==> config.mk <==
export PLATFORM = sky130hd
export DESIGN_NAME = sha2_hash_state_bank
export DESIGN_NICKNAME = d
export VERILOG_FILES = /design/src/rtl/sha2_hash_state_bank.sv
export SDC_FILE = /design/constraint.sdc
export NUM_CORES = 1
export LEC_CHECK = 0
export BUFFER_PORTS_ARGS = -buffer_cell sky130_fd_sc_hd__buf_2
export CORE_AREA = 2 2 313 315
export CTS_BUF_LIST = sky130_fd_sc_hd__clkbuf_8 sky130_fd_sc_hd__clkbuf_16
export CTS_CLUSTER_SIZE = 8
export DETAILED_ROUTE_END_ITERATION = 8
export DIE_AREA = 0 0 315 317
export GPL_TIMING_DRIVEN = 0
export HOLD_SLACK_MARGIN = 0.06
export MAX_ROUTING_LAYER = met4
export PLACE_DENSITY = 0.54
export SLEW_MARGIN = 20
export SYNTH_ARGS = -nofsm -noshare
export SYNTH_HDL_FRONTEND = slang
export SYNTH_SLANG_ARGS = --single-unit
==> constraint.sdc <==
create_clock -name CLK -period 17.5 [get_ports CLK]
set_input_delay 1.75 -clock CLK [delete_from_list [all_inputs] [get_ports CLK]]
set_output_delay 1.75 -clock CLK [all_outputs]
set_load 0.005 [all_outputs]
==> src/rtl/sha2_hash_state_bank.sv <==
// SHA-2 hash state bank: init/accumulate of H[0..NUM_WORDS-1] plus a valid/ready serial digest readout.
// Define HASH_STATE_BUILTIN_IV_EN to make init load the FIPS 180-4 IV instead of iv_i.
module sha2_hash_state_bank #(
  parameter int WORD_W    = 32,
  parameter int NUM_WORDS = 8
) (
  input  logic                          CLK,
  input  logic                          RST,
  input  logic                          init,
  input  logic [NUM_WORDS*WORD_W-1:0]   iv_i,
  input  logic                          acc,
  input  logic [NUM_WORDS*WORD_W-1:0]   work_i,
  input  logic                          rd_start,
  output logic [WORD_W-1:0]             dout,
  output logic                          dout_valid,
  input  logic                          dout_ready,
  output logic                          dout_last,
  output logic                          busy,
  output logic [NUM_WORDS*WORD_W-1:0]   h_o
);

  localparam int IDX_W = (NUM_WORDS > 1) ? $clog2(NUM_WORDS) : 1;
  localparam logic [IDX_W-1:0] LAST_IDX = IDX_W'(NUM_WORDS - 1);

  typedef enum logic {IDLE, STREAM} state_t;

  state_t                      state_q, state_d;
  logic [IDX_W-1:0]            idx_q, idx_d;
  logic [WORD_W-1:0]           h_q [NUM_WORDS];
  logic                        do_init, do_acc;
  logic [NUM_WORDS*WORD_W-1:0] iv_sel;

`ifdef HASH_STATE_BUILTIN_IV_EN
  // Word 0 sits in the least significant position, matching the iv_i packing.
  localparam logic [255:0] SHA256_IV = {
    32'h5be0cd19, 32'h1f83d9ab, 32'h9b05688c, 32'h510e527f,
    32'ha54ff53a, 32'h3c6ef372, 32'hbb67ae85, 32'h6a09e667};
  localparam logic [511:0] SHA512_IV = {
    64'h5be0cd19137e2179, 64'h1f83d9abfb41bd6b, 64'h9b05688c2b3e6c1f, 64'h510e527fade682d1,
    64'ha54ff53a5f1d36f1, 64'h3c6ef372fe94f82b, 64'hbb67ae8584caa73b, 64'h6a09e667f3bcc908};

  generate
    if (WORD_W == 64) begin : g_iv512
      assign iv_sel = SHA512_IV[NUM_WORDS*WORD_W-1:0];
    end else begin : g_iv256
      assign iv_sel = SHA256_IV[NUM_WORDS*WORD_W-1:0];
    end
  endgenerate
`else
  assign iv_sel = iv_i;
`endif

  always_ff @(posedge CLK or posedge RST) begin
    if (RST) begin
      state_q <= IDLE;
      idx_q   <= '0;
    end else begin
      state_q <= state_d;
      idx_q   <= idx_d;
    end
  end

  always_comb begin
    state_d    = state_q;
    idx_d      = idx_q;
    do_init    = 1'b0;
    do_acc     = 1'b0;
    dout_valid = 1'b0;
    dout_last  = 1'b0;
    busy       = 1'b0;
    case (state_q)
      IDLE: begin
        // Strict priority; losing requests are dropped, not remembered.
        if (init) begin
          do_init = 1'b1;
        end else if (acc) begin
          do_acc = 1'b1;
        end else if (rd_start) begin
          state_d = STREAM;
          idx_d   = '0;
        end
      end
      STREAM: begin
        dout_valid = 1'b1;
        busy       = 1'b1;
        dout_last  = (idx_q == LAST_IDX);
        if (dout_ready) begin
          if (idx_q == LAST_IDX) begin
            state_d = IDLE;
            idx_d   = '0;
          end else begin
            idx_d = idx_q + 1'b1;
          end
        end
      end
      default: state_d = IDLE;
    endcase
  end

  always_ff @(posedge CLK or posedge RST) begin
    if (RST) begin
      for (int i = 0; i < NUM_WORDS; i++) h_q[i] <= '0;
    end else if (do_init) begin
      for (int i = 0; i < NUM_WORDS; i++) h_q[i] <= iv_sel[i*WORD_W +: WORD_W];
    end else if (do_acc) begin
      // Per-word modular add: carries never leave a word.
      for (int i = 0; i < NUM_WORDS; i++) h_q[i] <= h_q[i] + work_i[i*WORD_W +: WORD_W];
    end
  end

  assign dout = busy ? h_q[idx_q] : '0;

  generate
    for (genvar g = 0; g < NUM_WORDS; g++) begin : g_hview
      assign h_o[g*WORD_W +: WORD_W] = h_q[g];
    end
  endgenerate

endmodule

=== Yosys cells after proc, flatten, opt, wreduce, memory -nomap -nowiden ===
Index checks and enable logic that the tools add are counted.

* Word-level logic and storage cells: 54
* Register bits: 260

* Bitwise operators: 2
* Add/sub/neg operators: 9
* Eq/ne operators: 5
* Reduce and logical (&&, ||, !) cells: 2
* Order comparisons: 1
* Multiplexer cells: 25

{| class="wikitable"
|+ Operators with widths
! operator !! number
|-
| 256-bit 2-to-1 mux || 2
|-
| 32-bit adder || 8
|-
| 32-bit binary-select mux with 3-bit select || 1
|-
| 32-bit 2-to-1 mux || 3
|-
| 3-bit 2-to-1 mux || 5
|-
| 1-bit 2-to-1 mux || 12
|-
| 2-bit != test (second input constant) || 4
|-
| 3-bit case mux with 2 select lines || 1
|-
| 4-bit greater-or-equal comparator (second input constant) || 1
|-
| 3-bit inverter with 4-bit output || 1
|-
| 4-bit AND reduction || 1
|-
| 3-bit by 1-bit adder with 3-bit output (second input constant) || 1
|-
| 3-bit == test (second input constant) || 1
|-
| 1-bit case mux with 2 select lines || 1
|-
| 2-bit nonzero test || 1
|-
| 1-bit inverter || 1
|}

=== Depth between registers and ports, before layout ===
Gate-level depths: netlist of the first run.

* Depth in word-level cells: 5
* Depth in mapped cells: 13
* Mapped depth without buffers: 13

=== Least setup slack after synthesis of the first run ===
Ideal clock, no wire load.

* Kind: input-to-reg
* From: input port work_i[128]
* To: register h_q (netlist bit h_o[158])
* Arrival: 4.355 ns
* Stages on the path: 13
* Path slack: 13.008 ns
* Path buffers: 0
* Setup time: 0.137 ns
* Cell sequence: ha_1 fa_1 a21o_1 a21oi_1 o21bai_1 a2111oi_0 nor2_1 a31oi_1 o31ai_1 a211oi_1 o21ai_1 xnor2_1 a21oi_1

* Longest elaborated chain between the ends: 3

{| class="wikitable"
|+ RTL lines
! what !! RTL line !! text
|-
| from (decl) || 12 || <nowiki>input logic [NUM_WORDS*WORD_W-1:0] work_i,</nowiki>
|-
| 32-bit adder || 107 || <nowiki>for (int i = 0; i < NUM_WORDS; i++) h_q[i] <= h_q[i] + work_i[i*WORD_W +: WORD_W];</nowiki>
|-
| 256-bit 2-to-1 mux || 105 || <nowiki>end else if (do_acc) begin</nowiki>
|-
| 256-bit 2-to-1 mux || 103 || <nowiki>end else if (do_init) begin</nowiki>
|-
| to (decl) || 29 || <nowiki>logic [WORD_W-1:0] h_q [NUM_WORDS];</nowiki>
|}

No other way between the ends. The select of a mux whose other input is x is not followed.
A chain may end at the register's enable or synchronous reset.

=== Worst setup path after layout of the first run ===
* From: register idx_q[0]
* To: output port dout[22]

* Longest elaborated chain between the ends: 5

{| class="wikitable"
|+ RTL lines
! what !! RTL line !! text
|-
| from (decl) || 28 || <nowiki>logic [IDX_W-1:0] idx_q, idx_d;</nowiki>
|-
| from (signal assigned) || 59 || <nowiki>idx_q <= idx_d;</nowiki>
|-
| 3-bit inverter with 4-bit output (implied by the code) || 111 || <nowiki>assign dout = busy ? h_q[idx_q] : '0;</nowiki>
|-
| 32-bit binary-select mux with 3-bit select || 111 ||
|-
| 32-bit 2-to-1 mux (implied by the code) (2 in series) || 111 ||
|-
| 32-bit 2-to-1 mux || 111 ||
|-
| to (decl) || 14 || <nowiki>output logic [WORD_W-1:0] dout,</nowiki>
|}

No other way between the ends. The select of a mux whose other input is x is not followed.

==> metrics, run 1 <==
Syn Area/Cell=8.62 um2; via count=~29,000; largest family of logic cells by synthesized area=compound AO/OA/AOI/OAI gates; compound-gate portion of the synthesized area=a little under 30%; worst r2r path cells=13; CP required=~16 ns; grt ovf=0; clock skew=0.0251 ns; DPL Wire Length=roughly 130,000 um; Post-Synth XOR/XNOR Area=7.94%; mux contribution to synthesized area=under 10%; Clock Path Buffers=3; worst-path cell chain=clkbuf_1, buf_2, buf_1, mux4_2, mux2i_1, nor2b_1, buf_2; IO buf count=808; final wirelength=163,000 um; # fillers=about 10,000; vias in the first global route=about 28,000; Worst Path Buf+Inv=4; Power Dens Cells=218 nW/um2; unrepaired setup endpoints after global routing=no; hold-critical path depth=2; All-Layer GR Usage=32.3%; # clock sinks=260; IO Count=just over 800; Leakage=15.0 nW; Yosys cell types=84; Reg power frac=between 20% and 30%; clock share of power=a little under an eighth; period utilization=about a third; pin count of the biggest net entering global routing=between 90 and 100; area of the multi-input gates=between 15,000 and 20,000 um2; routed len/inst=32.0 um; die area=approximately 100,000 um2; reg-to-reg startpoint=h_o[128]; initial antenna violation count=41; drt initial violations=slightly below 3,000; total CTS buffers=about 40; DRC Markers=0; Int Pwr=~3.3 mW; P&R area growth vs syn=28.2%; Yosys reg bits=260; postcts setup bufs=0; Logic pwr share=68.1%; sw frac=around 53%; worst hold path class=reg2reg; CTS tree=yes; Crit Path Category=reg2out; Switching Power=around 3.8 mW; final setup violation count=0; reg2reg setup slack=between 10 and 15 ns; outcome=completed; final std cells w/o fill=just over 5,000; commonest non-fill, non-tap cell in the layout=buf_2; Syn Inst Count=roughly 2,900; post-CTS sizing=0; max cap viols=0; Total Neg Setup Slack=0 ns; Post-DP Area=just over 30,000 um2; EDFF count, synth=0; crit path launch type=flip-flop; area of the mapped netlist=25,300 um2; Synthesized Nets=approximately 3,700; DRT Pass-1 Iters=6; NumNets Final=around 4,600; Root Driver=clkbuf_16; Crit Path Max Fanout=10; register area share after synthesis=around 26%; overall power=slightly above 7 mW; WHS=between 0.5 and 0.6 ns; initial core utilization=26.2%; Synth Area in Adders=about an eighth; first-pass GRT wire length=roughly 220,000 um; cell mode on critical path=buf_2; Worst-Margin Slew=between 1 and 1.5 ns; Post-Layout Inst Area=between 30,000 and 40,000 um2; CP max stage cell=buf_1; Crit path max-delay family=buffers and inverters; CP Capture Type=output pin; Die Wd=between 300 and 400 um; WP depth=7; Reg-to-Reg End=h_o[158]; yosys warns=0; final hold vios=0; Final Critical Period=between 5 and 6 ns; Die Y=about 320 um; Relative slew margins=approximately 18%; placeable core area=a little under 100,000 um2; maximum vdd drop=between 0.08 and 0.09 mV; Clock Latency Late Sink=between 0.5 and 0.6 ns; Hold-fix buffers, CTS=0; FMAX=between 0.15 and 0.2 GHz; RD Place Congestion=about 0.99; share of cells above drive strength 1=roughly a quarter; number of nets with antenna violations after routing=0; Row Count=114; number of H-tree levels=2; Register Area=~6500 um2; most frequent cells in the layout=812 x buf_2, 313 x a21oi_1, 311 x o21ai_0; hold path start=h_o[137]; max incr delay on CP=between 0.7 and 0.8 ns; ys flop type=dfrtp_1; Hold Path End=h_o[137]; cell count after placement=approximately 5,000; simple-gate area share of the yosys netlist=approximately 13%; Async SR Flop Fraction=100%; CP arrival=between 3 and 4 ns; Max Slew Vio Count=0; via density per instance=about 5.7; clk slew on worst S/H paths=0.05 ns
-- metrics by stage --
stage / setup slack (ns) / utilization (%)
finish: 11.85 / 33.6
CTS: 11.73 / 33.5
global placement: 3.78 / 32.1
global route: 11.62 / 33.6
detailed placement: 11.45 / 32.3
floorplan: 8.59 / -
-- final cells by class --
type / instances / area share (%)
Multi-Input combinational cell: 2453 / 55.4
Buffer: 164 / 2.00
Antenna cell: 36 / 0.278
Clock inverter: 11 / 0.317
Inverter: 53 / 0.638
Sequential cell: 260 / 20.1
Tap cell: 1276 / 4.93
Clock buffer: 46 / 3.45
Timing Repair Buffer: 813 / 12.9
-- tightest hold or removal path, cell delays in order, from the launching register on --
cell     delay, ns
dfrtp_1       0.38
nand2_1       0.05
o21ai_0       0.07
-- cell usage after synthesis (all sizes together), types with 62 or more instances --
master	instances	area, um2
xor2	89	780
ha	250	3130
o21ai	326	1630
xnor2	140	1230
dfrtp	260	6510
nor2b	63	394
clkbuf	146	548
nor2	96	360
nand2	231	867
o22ai	63	394
mux4	64	1440
a21oi	315	1590
or3	62	388
a22oi	79	593
a21o	133	998
-- power groups by stage --
stage	logic, mW	registers [mW]	clock network [mW]
floorplan	2.94	1.18	0
global route	5.19	1.45	0.843
CTS	4.75	1.42	0.820
finish	4.81	1.44	0.811
global placement	4.72	1.42	0
detailed placement	4.72	1.42	0
-- registers in the layout, summed over array words and instances (netlist names) --
signal and cells:
h_o 256, idx_q 3, state_q 1
-- kinds of logic after synthesis --
kind of cell             after synthesis
buffers and inverters                217
adder cells (fa/ha/maj)              258
AO/OA/AOI/OAI                       1203
multiplexers                         105
flip-flops                           260
AND/OR/NAND/NOR                      658
XOR/XNOR                             229
-- per-layer routing --
layer,wire [um],global-route usage (%)
met4,5840,11.0
met3,13300,6.58
met5,0,-
met1,66100,39.3
met2,78200,53.3
-- worst max path at each step --
stage / startpoint / endpoint
final: idx_q[0] / dout[22]
after global routing: idx_q[0] / dout[22]
after CTS: idx_q[0] / dout[22]
after detailed placement: work_i[128] / h_o[158]
after global placement: RST / h_o[215]
after floorplan: RST / h_o[0]
No activity file was read; power rests on OpenSTA's default activity.
==> inputs of run 2 (changes only) <==
clock period = 5.6 ns   (was 17.5 ns; I/O delays follow)
==> metrics, run 2 (synthesized netlist as in run 1, its figures left out) <==
outcome=completed; Reg power frac=20.4%; DRC Markers=0; Die Y=approximately 320 um; number of H-tree levels=2; unrepaired setup endpoints after global routing=no; Switching Power=~12 mW; postcts setup bufs=0; overall power=around 22 mW; RD Place Congestion=0.992; Crit Path Max Fanout=4; Final Critical Period=roughly 4.7 ns; vias in the first global route=28,200; # clock sinks=between 200 and 300; All-Layer GR Usage=about 32%; P&R area growth vs syn=28.6%; dpl ws=0.681 ns; Clock Path Buffers=3; Crit Path Category=reg2reg; Power Dens Cells=677 nW/um2; reg2reg setup slack=0.95 ns; FMAX=~0.21 GHz; sw frac=53.5%; Clock Latency Late Sink=0.56 ns; maximum vdd drop=0.203 mV; via density per instance=around 5.7; reg-to-reg startpoint=h_o[128]; worst hold path class=in2async; IO Count=between 800 and 900; IO buf count=approximately 800; commonest non-fill, non-tap cell in the layout=buf_2; CTS tree=yes; Die Wd=315 um; Worst Setup SP=h_o[128]; DRT Pass-1 Iters=5; clk slew on worst S/H paths=0.05 ns; CP Capture Type=flip-flop; CP required=6.00 ns; total CTS buffers=41; max cap viols=0; die area=approximately 100,000 um2; initial core utilization=roughly a quarter; DPL Wire Length=between 100,000 and 150,000 um; final wirelength=between 150,000 and 200,000 um; most frequent cells in the layout=812 x buf_2, 313 x a21oi_1, 311 x o21ai_0; period utilization=~83%; number of nets with antenna violations after routing=0; initial antenna violation count=47; pin count of the biggest net entering global routing=31; Relative slew margins=14.7%; grt ovf=0; Logic pwr share=about two thirds; routed len/inst=31.8 um; Root Driver=clkbuf_16; final setup margin=approximately 0.95 ns; share of cells above drive strength 1=between 20% and 30%; Post-Layout Inst Area=around 32,000 um2; Reg-to-Reg End=h_o[158]; NumNets Final=around 4,600; clock skew=0.00975 ns; Int Pwr=between 10 and 15 mW; Row Count=114; via count=between 20,000 and 30,000; Worst-Margin Slew=roughly 1.3 ns; post-CTS sizing=0; max reg flops=256; Hold-fix buffers, CTS=0; placeable core area=roughly 96,000 um2; drt initial violations=between 3,000 and 4,000; final hold vios=0; WHS=0.0824 ns; crit path launch type=flip-flop; Final Util=33.7%; Post-DP Area=between 30,000 and 40,000 um2; first-pass GRT wire length=approximately 220,000 um; worst r2r path cells=13; # fillers=slightly above 10,000; final setup violation count=0; Leakage=15.1 nW; Max Slew Vio Count=0; clock share of power=~11%; CP arrival=approximately 5.1 ns
run 2: cell types whose count changed in the layout (fill, tap and decap cells not counted), sizes merged:
cell      delta
clkinvlp     +1
diode       +13
bufinv       -2
clkbuf       +3
clkinv       -1
buf          +6
inv          +1
run 2: area by class of cell:
type	count	area, um2	area share (%)
diodes	49	123	0.377
plain buffers	164	653	2.01
clock buffers	48	1120	3.45
clock inverters	10	40.0	0.123
inverters	53	203	0.624
multi-input cells	2453	17900	55.2
flip-flops and latches	260	6510	20.0
well taps	1276	1600	4.91
repair buffers	820	4290	13.2
run 2: how the worst max path moves through the flow:
stage | endpoint | slack (ns)
after global placement | h_o[215] | -0.94
after global routing | h_o[158] | 0.61
after detailed placement | h_o[158] | 0.68
after floorplan | h_o[0] | 1.61
after CTS | h_o[158] | 0.85
final | h_o[158] | 0.95
run 2: routing by layer:
metal,GRT usage [%],up-vias,routed length (um)
met5,-,-,0
met4,11.8,0,6390
met3,6.39,291,12600
met2,52.5,1455,77100
met1,39.4,14600,67000
li1,-,12900,-
run 2: metrics by stage:
| stage | instances | setup TNS [ns] |
|---|---|---|
| 3_3_place_gp | 5014 | -231.02 |
| 6_report | 5133 | 0 |
| 5_1_grt | 5119 | 0 |
| 4_1_cts | 5084 | 0 |
| 3_5_place_dp | 5026 | 0 |
| 2_1_floorplan | 2930 | 0 |
run 2: power groups by stage:
stage          sequential, mW  clock [mW]  combinational [mW]
5_1_grt                  4.52        2.52                16.3
6_report                 4.49        2.42                15.1
3_3_place_gp             4.44           0                14.7
3_5_place_dp             4.44           0                14.8
2_1_floorplan            3.69           0                9.18
4_1_cts                  4.42        2.45                14.9
run 2: worst max-delay path: stages (launching register included):
cell       delay (ns)
dfrtp_1          0.46
ha_1             0.27
fa_1             0.42
a21o_1           0.19
a21oi_1          0.22
o21bai_1         0.12
a2111oi_0        0.81
nor2_1           0.25
a31oi_1          0.58
o31ai_1          0.27
a211oi_1         0.48
o21ai_1          0.16
xnor2_1          0.16
a21oi_1          0.09
